[src/rtl/fifo_ctrl_pkg.sv]
`default_nettype none
// +--------------------------------------------------------------------------+
// | fifo_ctrl_pkg : shared FSM encodings and default thresholds               |
// | Rev 1.0                                                                   |
// +--------------------------------------------------------------------------+
package fifo_ctrl_pkg;

  localparam int STATE_W = 3;

  localparam logic [STATE_W-1:0] ST_RESET  = 3'd0;
  localparam logic [STATE_W-1:0] ST_INIT   = 3'd1;
  localparam logic [STATE_W-1:0] ST_IDLE   = 3'd2;
  localparam logic [STATE_W-1:0] ST_ACTIVE = 3'd3;
  localparam logic [STATE_W-1:0] ST_ERROR  = 3'd4;

  typedef enum logic [STATE_W-1:0] {
    S_RESET  = ST_RESET,
    S_INIT   = ST_INIT,
    S_IDLE   = ST_IDLE,
    S_ACTIVE = ST_ACTIVE,
    S_ERROR  = ST_ERROR
  } state_t;

  localparam int DEF_ALTO_C = 6;
  localparam int DEF_BAJO_C = 1;

endpackage
`default_nettype wire

[src/rtl/rr_arbiter.sv]
`default_nettype none
// +--------------------------------------------------------------------------+
// | rr_arbiter : one-hot grant to the first requester at or after ptr         |
// | Rev 1.0                                                                   |
// +--------------------------------------------------------------------------+
module rr_arbiter #(
  parameter int N     = 4,
  parameter int IDX_W = $clog2(N)
) (
  input  logic [N-1:0]     req,
  input  logic [IDX_W-1:0] ptr,
  input  logic             en,
  output logic [N-1:0]     gnt,
  output logic [IDX_W-1:0] gnt_idx
);

  logic [IDX_W:0]   w_sum;
  logic [IDX_W-1:0] w_idx;
  logic             w_found;

  // Scan ptr, ptr+1, ... modulo N; the extra sum bit makes the wrap work for any N.
  always_comb begin
    gnt     = '0;
    gnt_idx = '0;
    w_found = 1'b0;
    w_sum   = '0;
    w_idx   = '0;
    for (int k = 0; k < N; k++) begin
      w_sum = {1'b0, ptr} + (IDX_W+1)'(k);
      if (w_sum >= (IDX_W+1)'(N)) begin
        w_sum = w_sum - (IDX_W+1)'(N);
      end
      w_idx = w_sum[IDX_W-1:0];
      if (en && !w_found && req[w_idx]) begin
        w_found      = 1'b1;
        gnt[w_idx]   = 1'b1;
        gnt_idx      = w_idx;
      end
    end
  end

endmodule
`default_nettype wire

[src/rtl/fifo_rd_scheduler.sv]
`default_nettype none
// +--------------------------------------------------------------------------+
// | fifo_rd_scheduler : threshold config + round-robin pop control for FIFOs  |
// | Rev 1.0                                                                   |
// +--------------------------------------------------------------------------+
module fifo_rd_scheduler
  import fifo_ctrl_pkg::*;
#(
  parameter int NUM_FIFOS = 4,
  parameter int MEM_SIZE  = 8,
  parameter int PTR       = 3,
  parameter int DEF_ALTO  = DEF_ALTO_C,
  parameter int DEF_BAJO  = DEF_BAJO_C
) (
  input  logic                         clk,
  input  logic                         reset,
  input  logic                         init,
  input  logic [PTR:0]                 umbral_alto,
  input  logic [PTR:0]                 umbral_bajo,
  input  logic [NUM_FIFOS-1:0]         fifo_empty,
  input  logic [NUM_FIFOS*(PTR+1)-1:0] fifo_occ,
  input  logic [NUM_FIFOS-1:0]         fifo_overflow,
  input  logic                         dest_full,
  output logic [NUM_FIFOS-1:0]         fifo_rd,
  output logic [NUM_FIFOS-1:0]         almost_full,
  output logic [NUM_FIFOS-1:0]         almost_empty,
  output logic [STATE_W-1:0]           state,
  output logic                         idle,
  output logic                         error_out
);

  localparam int IDX_W = $clog2(NUM_FIFOS);

  state_t           r_state;
  state_t           w_state_next;
  logic [PTR:0]     r_alto;
  logic [PTR:0]     r_bajo;
  logic [PTR:0]     w_alto_clamp;
  logic [PTR:0]     w_bajo_clamp;
  logic [IDX_W-1:0] r_rr_ptr;
  logic [IDX_W-1:0] w_rr_next;
  logic [IDX_W-1:0] w_gnt_idx;
  logic [NUM_FIFOS-1:0] w_gnt;
  logic             w_any_ovf;
  logic             w_pop_en;
  logic             w_granted;
  logic             w_flags_en;

  assign w_any_ovf    = |fifo_overflow;
  assign w_alto_clamp = (umbral_alto > (PTR+1)'(MEM_SIZE)) ? (PTR+1)'(MEM_SIZE) : umbral_alto;
  assign w_bajo_clamp = (umbral_bajo > w_alto_clamp) ? w_alto_clamp : umbral_bajo;

  always_ff @(posedge clk or posedge reset) begin
    if (reset) begin
      r_state  <= S_RESET;
      r_alto   <= (PTR+1)'(DEF_ALTO);
      r_bajo   <= (PTR+1)'(DEF_BAJO);
      r_rr_ptr <= '0;
    end else begin
      r_state <= w_state_next;
      if (r_state == S_INIT && init) begin
        r_alto <= w_alto_clamp;
        r_bajo <= w_bajo_clamp;
      end
      if (w_granted) begin
        r_rr_ptr <= w_rr_next;
      end
    end
  end

  always_comb begin
    w_state_next = r_state;
    case (r_state)
      S_RESET:  w_state_next = S_INIT;
      S_INIT:   if (!init) w_state_next = S_IDLE;
      S_IDLE: begin
        if (init)             w_state_next = S_INIT;
        else if (~&fifo_empty) w_state_next = S_ACTIVE;
      end
      S_ACTIVE: begin
        if (init)             w_state_next = S_INIT;
        else if (&fifo_empty) w_state_next = S_IDLE;
      end
      S_ERROR:  w_state_next = S_ERROR;
      default:  w_state_next = S_RESET;
    endcase
    // Overflow outranks every other transition once out of RESET.
    if (r_state != S_RESET && w_any_ovf) begin
      w_state_next = S_ERROR;
    end
  end

  assign w_pop_en = (r_state == S_ACTIVE) && !init && !dest_full && !w_any_ovf;

  rr_arbiter #(
    .N (NUM_FIFOS)
  ) u_arb (
    .req     (~fifo_empty),
    .ptr     (r_rr_ptr),
    .en      (w_pop_en),
    .gnt     (w_gnt),
    .gnt_idx (w_gnt_idx)
  );

  assign w_granted = |w_gnt;
  assign w_rr_next = (w_gnt_idx == IDX_W'(NUM_FIFOS-1)) ? '0 : w_gnt_idx + IDX_W'(1);

  assign fifo_rd    = w_gnt;
  assign state      = r_state;
  assign idle       = (r_state == S_IDLE);
  assign error_out  = (r_state == S_ERROR);
  assign w_flags_en = (r_state != S_RESET);

  for (genvar gi = 0; gi < NUM_FIFOS; gi++) begin : g_flags
    logic [PTR:0] w_occ;
    assign w_occ            = fifo_occ[gi*(PTR+1) +: PTR+1];
    assign almost_full[gi]  = w_flags_en && (w_occ >= r_alto);
    assign almost_empty[gi] = w_flags_en && (w_occ <= r_bajo);
  end

endmodule
`default_nettype wire
[config.mk]
export PLATFORM = sky130hd
export DESIGN_NAME = fifo_rd_scheduler
export DESIGN_NICKNAME = d
export VERILOG_FILES = /design/src/rtl/fifo_ctrl_pkg.sv /design/src/rtl/rr_arbiter.sv /design/src/rtl/fifo_rd_scheduler.sv
export SDC_FILE = /design/constraint.sdc
export NUM_CORES = 1
export LEC_CHECK = 0
export ABC_AREA = 1
export CAP_MARGIN = 20
export CORE_MARGIN = 4
export CORE_UTILIZATION = 40
export DETAILED_ROUTE_END_ITERATION = 16
export PLACE_DENSITY = 0.69
export SLEW_MARGIN = 20
export SYNTH_ARGS = -nofsm -noshare
export SYNTH_HDL_FRONTEND = slang
export SYNTH_SLANG_ARGS = --single-unit
[constraint.sdc]
create_clock -name clk -period 2.4 [get_ports clk]
set_input_delay 0.24 -clock clk [delete_from_list [all_inputs] [get_ports clk]]
set_output_delay 0.24 -clock clk [all_outputs]
set_load 0.05 [all_outputs]
---- Word level (Yosys, flattened, before mapping) ----
Cells that the tools add are included.
word-level totals
  word-level logic and storage cells ...... 123
  register bits ........................... 13
  output and inout bits ................... 17
operators by class
  $add $sub $neg .......................... 8
  reduce and logical (&&, ||, !) cells .... 36
  equality and inequality tests ........... 8
  muxes and demuxes ....................... 41
  magnitude comparators ................... 22
  bitwise logic cells ..................... 4
operators by type and width
  kind                                                                count
  logical AND 1 bit                                                   24
  two-way mux 4 bit                                                   6
  two-way mux 2 bit                                                   9
  two-way mux 3 bit                                                   6
  greater-or-equal comparator 4 bit                                   4
  less-or-equal comparator 4 bit                                      4
  case mux 3 bit (5 select lines)                                     1
  less-than comparator 2 x 3 -> 1 bit (second input constant)         4
  OR 4 bit                                                            3
  two-way mux 1 bit                                                   11
  greater-or-equal comparator 3 bit (second input constant)           3
  binary-select mux 1 bit (select 2 bit)                              4
  demux 1 bit (select 2 bit)                                          4
  greater-or-equal comparator 2 x 1 -> 1 bit (second input constant)  4
  OR reduction 4 bit                                                  2
  subtractor 2 x 1 -> 2 bit (second input constant)                   4
  adder 2 x 2 -> 3 bit (second input constant)                        2
  == test 3 x 2 -> 1 bit (second input constant)                      2
  zero test 1 bit                                                     6
  > comparator 4 bit                                                  1
  > comparator 4 bit (second input constant)                          1
  inequality test 4 x 3 -> 1 bit (second input constant)              1
  inequality test 4 bit (second input constant)                       1
  NOT 4 bit                                                           1
  other kinds (11)                                                    11

---- Logic depth before layout (Yosys ltp) ----
Gate-level depths: netlist of run 1.
  word-level depth ........................ 20
  mapped depth ............................ 16

---- Hierarchy ----
From an unflattened synthesis of run 1, not the netlist that was laid out.
unflattened totals
  cells, all modules ...................... 297
  area, all modules ....................... 2,083.2 um^2
modules (own cells, without submodules)
  module             instances  cells an instance  sequential area each (um^2)  area an instance (um^2)
  fifo_rd_scheduler  1          215                329.1                        1,577.8
  rr_arbiter         1          82                 0.0                          505.5

---- Worst setup path before layout of run 1 ----
Ideal clock, no wire load.
  path type ............................... reg-to-reg
  start ................................... register with a tool-made name
  end ..................................... register with a tool-made name
  cell stages (with the launch flop) ...... 14
  setup time .............................. 0.117 ns
  arrival time ............................ 2.260 ns
  required time ........................... 2.283 ns
  clock period less this slack ............ 2.377 ns
  path slack .............................. 0.023 ns
  cell sequence ........................... dfrtp_1 > inv_2 > ha_1 > inv_1 > nand3_1 > nand2_1 > nor2_2 > buf_6 > nand3_1 > nand3_1 > nor2_2 > nand2_2 > nand3_1 > nand2_1

---- Worst setup path after layout of run 1 ----
  start ................................... register r_alto[1]
  end ..................................... output port almost_full[0]
on the way
  longest elaborated chain between the ends .. 2
ends and longest elaborated chain
  what                               line                      RTL
  start, declared                    fifo_rd_scheduler.sv:36   logic [PTR:0] r_alto;
  start signal, assigned             fifo_rd_scheduler.sv:56   r_alto <= (PTR+1)'(DEF_ALTO);
  start signal, assigned             fifo_rd_scheduler.sv:62   r_alto <= w_alto_clamp;
  greater-or-equal comparator 4 bit  fifo_rd_scheduler.sv:117  assign almost_full[gi] = w_flags_en && (w_occ >= r_alto);
  logical AND 1 bit                  fifo_rd_scheduler.sv:117
  end, declared                      fifo_rd_scheduler.sv:25   output logic [NUM_FIFOS-1:0] almost_full,
No other way between the ends.

==> metrics.md, run 1 <==
| Metric | Value |
|---|---|
| Outcome | `finished clean` |
| Initial core utilization | `a little over two fifths` |
| Floorplan die area | `about 0.0059 mm^2` |
| Achievable clock frequency | `443 MHz` |
| Initial antenna violation count | `0` |
| Number of nets in the final layout | `417` |
| Synth Area in Simple Gates | `between 20% and 30%` |
| R2R Setup Slk | `approximately 0.43 ns` |
| Residual antenna-violating net count after detailed routing | `0` |
| CTS tree | `built` |
| Flip-flop and latch count after synthesis | `13` |
| Number of fill cells in the layout | `approximately 440` |
| Synthesis-to-layout area growth | `38.7%` |
| Number of detailed-route iterations in the first pass | `4` |
| Main synth FF type | `dfrtp_1` |
| Critical path required time | `between 2 and 2.5 ns` |
| Total track usage | `17.1%` |
| Area contributors post-synth | `ha_1 (26%), dfrtp_1 (13%), inv_1 (9.6%), nand2_1 (9.4%), nand3_1 (6.3%)` |
| Sink count of the clock tree | `13` |
| Global-route wire length before repair | `around 8.5 mm` |
| Post-Synth Adder-Cell Area | `around a quarter` |
| Worst relative slew slack | `66.5%` |
| Mapped cell area | `around 0.0019 mm^2` |
| Via count | `2008` |
| Setup skew after layout | `between 0.006 and 0.007 ns` |
| RSZ-0062 raised after global routing | `no` |
| Avg Inst Size Synth | `just under 7 um^2` |
| Library cell with the highest instance count after synthesis | `inv_1` |
| Via count of the first global-routing pass | `around 1.9k` |
| Max cap viols | `0` |
| Cell taking the most area after synthesis | `ha_1` |
| Startpoint type of the worst setup path | `flip-flop` |
| Power density normalized to cell area | `230 mW/mm^2` |
| Total wire length after detailed routing | `4.94 mm` |
| Count of mapped cells out of synthesis | `280` |
| Multiplexer area fraction after synthesis | `0%` |
| Die Height | `a little under 80 um` |
| Largest net degree at the start of global routing | `14` |
| Fraction of post-synthesis cell area in the top cell type by area | `between 20% and 30%` |
| DP Area | `between 0.002 and 0.003 mm^2` |
| Worst path arrival time | `2.02 ns` |
| H-tree levels | `1` |
| Sum of overflow across all layers after global routing | `0` |
| Total inserted antenna cells | `0` |
| Final Util | `around three fifths` |
| Number of remaining DRC errors | `0` |
| Clock latency on the worst-skew pair | `0.25 ns` |
| Standard-cell rows | `24` |
| Number of top-level design ports | `between 50 and 60` |
| Setup slack after layout | `0.141 ns` |
| Setup Crit Path Kind | `flip-flop to primary output` |
| Hpwl dp | `between 4 and 5 mm` |
| Post-Syn Nets | `356` |
| Finished layout cell area | `0.00265 mm^2` |
| Number of distinct library cell variants in the gate-level netlist after synthesis | `24` |
| Largest fanout of any net on the critical path | `5` |
| Placer Congestion | `around 0.9` |
| Number of buffers created by CTS | `3` |
| Post-CTS setup buffers | `0` |
| Count of synthesis-stage warnings from yosys | `0` |
| Drt wl/cell | `12.6 um` |
| Fin crit period | `~2.3 ns` |
| R2R cell count | `13` |
| Setup slack after placement | `between 0.15 and 0.2 ns` |
| Buffer type at the clock tree root | `clkbuf_8` |
| Aggregate negative setup slack | `0 ns` |
| Final Setup Violations | `0` |
| CTS clk-pin slew, worst paths | `roughly 0.060 ns` |
| Max-slew violation count | `0` |
| Die Span X | `just under 80 um` |
| Fraction of layout instances using a drive strength above 1 | `about an eighth` |
| Actual transition at the worst max-transition pin | `between 0.5 and 0.6 ns` |
| Most instantiated cells after synthesis | `inv_1 (49), nand2_1 (48), ha_1 (40)` |
| Vias per Instance | `slightly above 5` |
| First-iteration detailed-routing DRC count | `69` |
| Largest voltage drop on the vdd net | `roughly 0.13 mV` |
| Static power due to leakage | `1.42 nW` |
| Compound-gate portion of the synthesized area | `~18%` |
| CP Capture Type | `primary output` |
| XOR/XNOR Fraction of Synth Area | `0%` |
| Proportion of synthesized chip area in sequential cells | `approximately 17%` |
| Hold Fails Final Rpt | `0` |
| Buffers from clock root to sink, at most | `2` |
| Number of flops mapped to enable cells by yosys | `0` |
| Port buffer count | `between 50 and 60` |
| Hold/Removal Path Class | `input pin to asynchronous set/reset pin` |
| Startpoint of the worst-slack reg-to-reg timing path | `r_rr_ptr[1]` |
| Share of the cycle needed by the critical path after routing | `94.1%` |
| Main combinational cell family by area after synthesis | `simple AND/OR/NAND/NOR gates` |
| Area inside the core boundary | `about 0.0045 mm^2` |
| Fraction of synthesis flops using an asynchronous set or reset pin | `100%` |
## cell usage in the layout, fill, tap and decap left out, types with 2 or more instances in the layout
| master | n |
|---|---|
| inv_1 | 48 |
| nand2_1 | 48 |
| ha_1 | 40 |
| clkdlybuf4s50_1 | 40 |
| nor2_1 | 26 |
| nand3_1 | 23 |
| o21ai_0 | 21 |
| a21oi_1 | 17 |
| dfrtp_1 | 10 |
| buf_4 | 9 |
| o21a_1 | 8 |
| buf_12 | 8 |
| nand4_1 | 6 |
| nand2_2 | 5 |
| a21boi_0 | 4 |
| nand3_2 | 3 |
| o21ai_1 | 3 |
| clkbuf_8 | 3 |
| dfstp_2 | 3 |
| nor2_4 | 2 |
| inv_2 | 2 |
| nor2_2 | 2 |
| o211ai_1 | 2 |
| nor3_1 | 2 |
## state kept, by name, indices dropped and copies added (netlist names), named ones only
| signal | cells |
|---|---|
| state | 3 |
| r_alto | 4 |
| r_bajo | 4 |
| r_rr_ptr | 1 |
## how the worst max path moves through the flow
stage	from	end	cells past startpoint
floorplan	flip-flop	flip-flop	13
global placement	init	flip-flop	13
detailed placement	init	flip-flop	13
CTS	r_rr_ptr[1]	fifo_rd[3]	8
global route	r_rr_ptr[1]	fifo_rd[0]	9
finish	r_alto[1]	almost_full[0]	8
## cells by family after synthesis
| kind of cell | count (synthesis) |
|---|---|
| buf+inv | 51 |
| flops | 13 |
| simple gates | 119 |
| compound gates | 57 |
| fa+ha+maj | 40 |
## critical path, stage by stage, from the launching register on
cell      delay (ns)
dfstp_2         0.51
inv_1           0.10
ha_1            0.29
a21boi_0        0.13
o21a_1          0.18
o21a_1          0.16
o21ai_0         0.15
inv_1           0.05
buf_4           0.18
## layer usage
metal  vias to the layer above  GRT usage, %  routed length, um
met4                         0          5.34                 53
met1                       897          24.4               2480
li1                       1053             -                  -
met5                         -             0                  0
met3                         4          1.99                228
met2                        54          26.9               2170
## power by group
part / total [mW] / switching [mW] / internal (mW)
clock: 0.197 / 0.0824 / 0.115
sequential: 0.220 / 0.00000105 / 0.220
combinational: 0.192 / 0.0937 / 0.0982
total: 0.609 / 0.176 / 0.432
## layout make-up
class,instances,area [um^2],area share [%]
clock buffers,3,41.3,1.56
clock inverters,1,5.00,0.189
inverters,50,188,7.09
multi-input cells,216,1390,52.6
flip-flops and latches,13,329,12.4
well taps,52,65.1,2.46
repair buffers,57,628,23.7
## timing repair
action,in CTS,in global routing
hold buffers,0,0
gates resized for setup,0,6
endpoints found under the setup margin,0,7
## metrics by stage
stage | instances | hold slack, ns | power, mW
CTS | 392 | 0.341 | 0.613
floorplan | 280 | 0.115 | 0.314
global route | 392 | 0.365 | 0.646
detailed placement | 388 | 0.555 | 0.415
global placement | 388 | 0.545 | 0.410
finish | 392 | 0.314 | 0.609
Power figures use the tool's default switching activity.
==> run 2: changes to the inputs <==
--- a/config.mk
+++ b/config.mk
@@ -9,6 +9,7 @@
 export CAP_MARGIN = 20
 export CORE_MARGIN = 4
 export CORE_UTILIZATION = 40
+export CTS_CLUSTER_SIZE = 28
 export DETAILED_ROUTE_END_ITERATION = 16
 export PLACE_DENSITY = 0.69
 export SLEW_MARGIN = 20
==> results of run 2 <==
Same layout as run 1: the final DEF is identical, and so are final timing and power.
==> run 3: changes to the inputs <==
--- a/config.mk
+++ b/config.mk
@@ -5,13 +5,13 @@
 export SDC_FILE = /design/constraint.sdc
 export NUM_CORES = 1
 export LEC_CHECK = 0
-export ABC_AREA = 1
 export CAP_MARGIN = 20
 export CORE_MARGIN = 4
 export CORE_UTILIZATION = 40
 export CTS_CLUSTER_SIZE = 28
 export DETAILED_ROUTE_END_ITERATION = 16
 export PLACE_DENSITY = 0.69
+export SETUP_SLACK_MARGIN = 0.3
 export SLEW_MARGIN = 20
 export SYNTH_ARGS = -nofsm -noshare
 export SYNTH_HDL_FRONTEND = slang
==> constraint.sdc (replaced) <==
create_clock -name clk -period 2.8 [get_ports clk]
set_input_delay 0.28 -clock clk [delete_from_list [all_inputs] [get_ports clk]]
set_output_delay 0.28 -clock clk [all_outputs]
set_load 0.05 [all_outputs]
==> metrics.md, run 3 <==
| Metric | Value |
|---|---|
| R2R Setup Slk | `0.06 ns (was 0.43 ns)` |
| Setup slack after layout | `0.0594 ns (was 0.141 ns)` |
| Setup Crit Path Kind | `flip-flop to flip-flop (was flip-flop to primary output)` |
| Initial antenna violation count | `0 (unchanged)` |
| Port buffer count | `52 (unchanged)` |
| Max-slew violation count | `0 (unchanged)` |
| CTS clk-pin slew, worst paths | `0.06 ns (about the same)` |
| Drt wl/cell | `15.1 um (was 12.6 um)` |
| Number of remaining DRC errors | `0 (unchanged)` |
| Largest fanout of any net on the critical path | `8 (was 5)` |
| Achievable clock frequency | `~360 MHz` |
| Cell Int Power | `0.922 mW (was 0.432 mW)` |
| RSZ-0062 raised after global routing | `yes (was no)` |
| Flip-flop and latch count after synthesis | `13 (unchanged)` |
| R2R cell count | `9 (was 13)` |
| Critical path required time | `2.93 ns (was 2.16 ns)` |
| Largest net degree at the start of global routing | `17 (was 14)` |
| Number of nets in the final layout | `367 (was 417)` |
| Hold Fails Final Rpt | `0 (unchanged)` |
| Via count | `1866 (was 2008)` |
| WP depth | `9 (was 8)` |
| Worst path arrival time | `2.87 ns (was 2.02 ns)` |
| Fraction of layout instances using a drive strength above 1 | `24.5% (was 11.8%)` |
| Vias per Instance | `5.46 (was 5.12)` |
| Fin crit period | `~2.7 ns` |
| Library cell with the highest instance count after synthesis | `ha_1 (was inv_1)` |
| Placer Congestion | `0.771 (was 0.908)` |
| Floorplan die area | `0.00591 mm^2 (was 0.00594 mm^2)` |
| Hpwl dp | `4.15 mm (was 4.17 mm)` |
| Fraction of post-synthesis cell area in the top cell type by area | `26.4% (was 26.2%)` |
| Number of top-level design ports | `53 (unchanged)` |
| Proportion of synthesized chip area in sequential cells | `17.3% (was 17.2%)` |
| Global-route wire length before repair | `8.91 mm (was 8.45 mm)` |
| Number of fill cells in the layout | `375 (was 438)` |
| Crit path max-delay cell type | `mux4_2 (was dfstp_2)` |
| Sequence of cells on the critical path | `clkinvlp_4 > ha_4 > mux4_2 > nor2b_4 > nand3_2 > nand3_4 > or4_4 > a21boi_4 > xnor2_2 (was inv_1 > ha_1 > a21boi_0 > o21a_1 > o21a_1 > o21ai_0 > inv_1 > buf_4)` |
| Final Setup Violations | `0 (unchanged)` |
| Sum of overflow across all layers after global routing | `0 (unchanged)` |
| Total wire length after detailed routing | `5.17 mm (was 4.94 mm)` |
| Area contributors post-synth | `ha_1 (26%), dfrtp_1 (13%), nor2_1 (4.4%), dfstp_2 (4.2%), a21oi_1 (4.0%) (was ha_1 (26%), dfrtp_1 (13%), inv_1 (9.6%), nand2_1 (9.4%), nand3_1 (6.3%))` |
| Residual antenna-violating net count after detailed routing | `0 (unchanged)` |
| Total inserted antenna cells | `0 (unchanged)` |
| Commonest cells after routing, fill and taps aside | `clkdlybuf4s50_1 (40), ha_1 (39), buf_4 (27) (was inv_1 (48), nand2_1 (48), ha_1 (40), clkdlybuf4s50_1 (40), nor2_1 (26))` |
| CP Capture Type | `flip-flop (was primary output)` |
| Fraction of synthesis flops using an asynchronous set or reset pin | `100% (unchanged)` |
| Mapped cell area | `0.00190 mm^2 (was 0.00191 mm^2)` |
| Outcome | `finished clean (unchanged)` |
| Startpoint type of the worst setup path | `flip-flop (unchanged)` |
| Number of buffers created by CTS | `3 (unchanged)` |
| Hold/Removal Path Class | `input pin to asynchronous set/reset pin (unchanged)` |
| Initial core utilization | `42.4% (was 42.7%)` |
| H-tree levels | `1 (unchanged)` |
| Actual transition at the worst max-transition pin | `0.500 ns (was 0.501 ns)` |
| Most common library cell in the layout ignoring fill and taps | `clkdlybuf4s50_1` |
| Die Height | `76.9 um (was 77.1 um)` |
| Number of detailed-route iterations in the first pass | `4 (unchanged)` |
| Max cap viols | `0 (unchanged)` |
| CTS tree | `built (unchanged)` |
| Setup slack after placement | `-0.0103 ns (was 0.178 ns)` |
| Net switching power figure | `0.866 mW (was 0.176 mW)` |
| Area inside the core boundary | `0.00447 mm^2 (unchanged)` |
| Via count of the first global-routing pass | `1906 (unchanged)` |
| Standard-cell rows | `24 (unchanged)` |
| Largest voltage drop on the vdd net | `0.513 mV (was 0.131 mV)` |
| Share of the cycle needed by the critical path after routing | `97.9%` |
| Post-Layout Cell Count | `342 (was 392)` |
| Static power due to leakage | `1.36 nW (was 1.42 nW)` |
| Cell taking the most area after synthesis | `ha_1 (unchanged)` |
| Number of flops mapped to enable cells by yosys | `0 (unchanged)` |
| Post-Route Hold Slack | `0.358 ns (was 0.314 ns)` |
| Placed cells | `332 (was 388)` |
| Number of distinct library cell variants in the gate-level netlist after synthesis | `45 (was 24)` |
| Setup skew after layout | `0.00293 ns (was 0.00669 ns)` |
| Share of total power in sequential cells | `16.8% (was 36.1%)` |
| Sink count of the clock tree | `13 (unchanged)` |
| Synthesis-to-layout area growth | `51.5% (was 38.7%)` |
| Worst relative slew slack | `66.6% (was 66.5%)` |
| Main synth FF type | `dfrtp_1 (unchanged)` |
| Most instantiated cells after synthesis | `ha_1 (40), nor2_1 (22), inv_1 (19) (was inv_1 (49), nand2_1 (48), ha_1 (40))` |
| Total track usage | `17.8% (was 17.1%)` |
| Buffers from clock root to sink, at most | `2 (unchanged)` |
| Worst path buffer plus inverter count | `1 (was 3)` |
| Crit-path leading delay family | `simple AND/OR/NAND/NOR gates (was compound AO/OA/AOI/OAI gates)` |
| Count of synthesis-stage warnings from yosys | `0 (unchanged)` |
| Quantity of hold-fixing buffers added after cts | `0 (unchanged)` |
| Fraction of power consumed by combinational cells | `73.7% (was 31.5%)` |
| Finished layout cell area | `0.00288 mm^2 (was 0.00265 mm^2)` |
| Avg Inst Size Synth | `8.83 um^2 (was 6.82 um^2)` |
| Share of power burned in the clock network | `9.5% (was 32.4%)` |
| Post-Syn Nets | `291 (was 356)` |
| Power density normalized to cell area | `622 mW/mm^2 (was 230 mW/mm^2)` |
| Net switching fraction of the power | `48.4% (was 28.9%)` |
| DP Area | `0.00276 mm^2 (was 0.00259 mm^2)` |
| First-iteration detailed-routing DRC count | `85 (was 69)` |
| Clock latency on the worst-skew pair | `0.24 ns (was 0.25 ns)` |
| Crit path largest cell delay | `0.59 ns (was 0.51 ns)` |
| Final Util | `64.3% (was 59.2%)` |
| Die Span X | `76.9 um (was 77.1 um)` |
| Count of mapped cells out of synthesis | `215 (was 280)` |
| Buffer type at the clock tree root | `clkbuf_8 (unchanged)` |
-- run 3: changes by cell type after synthesis, moves of 8 or more --
cell	previous run	this run
nand2b_1	0	9
inv_1	49	19
nand2_1	48	8
a21o_1	0	8
nand3_1	24	7
o21ai_0	24	10
o21a_1	8	0
nor2b_1	0	8
-- run 3: area by class of cell --
type / instances / area, um^2 / area share (%)
tap: 52 / 65.1 / 2.26
inverter: 19 / 77.6 / 2.70
sequential: 13 / 329 / 11.4
clock buffer: 4 / 45.0 / 1.57
timing repair buffer: 77 / 795 / 27.6
multi-input combinational: 177 / 1560 / 54.4
-- run 3: routing by layer --
layer	global-route usage [%]	wire, um	vias to the layer above
met5	0	0	-
met2	30.5	2490	36
li1	-	-	947
met3	2.46	168	4
met1	24.6	2490	879
met4	1.45	23	0
-- run 3: timing repair --
item	CTS	global route
gates cloned	0	0
resized for setup	3	4
pin swaps	4	2
buffers inserted	5	1
setup endpoints to repair	6	6
-- run 3: through the flow --
step / TNS [ns] / power, mW
finish: 0 / 1.79
global route: -0.0365 / 1.94
CTS: 0 / 1.80
detailed placement: -0.0103 / 1.62
global placement: 0 / 1.58
floorplan: -0.348 / 1.12
-- run 3: worst register-to-register path, stage by stage (launching register included) --
cell,delay (ns)
dfrtp_1,0.40
clkinvlp_4,0.14
ha_4,0.29
mux4_2,0.59
nor2b_4,0.19
nand3_2,0.09
nand3_4,0.08
or4_4,0.56
a21boi_4,0.16
xnor2_2,0.13
-- run 3: power groups by stage --
stage / clock [mW] / sequential, mW / combinational [mW]
finish: 0.170 / 0.300 / 1.32
global route: 0.181 / 0.308 / 1.45
CTS: 0.174 / 0.301 / 1.32
detailed placement: 0 / 0.304 / 1.31
global placement: 0 / 0.302 / 1.28
floorplan: 0 / 0.306 / 0.812
-- run 3: worst min-delay path by stage --
stage | startpoint | endpoint | slack, ns | depth (start not counted)
finish | reset | r_rr_ptr[1] | 0.36 | 2
global route | reset | r_bajo[3] | 0.39 | 2
CTS | reset | state[1] | 0.38 | 2
detailed placement | r_bajo[2] | r_bajo[2] | 0.52 | 2
global placement | r_bajo[2] | r_bajo[2] | 0.51 | 2
floorplan | reset | asynchronous set/reset pin | 0.15 | 1
-- run 3: cell families after synthesis --
logic type / count (synthesis) / synth area share, %
AOI/OAI and AO/OA: 48 / 17.0
xor gates and xnor gates: 2 / 1.32
DFF: 13 / 17.3
buffers and inverters: 25 / 6.00
adders and majority gates: 40 / 26.4
muxes: 10 / 8.17
and+or+nand+nor: 77 / 23.8
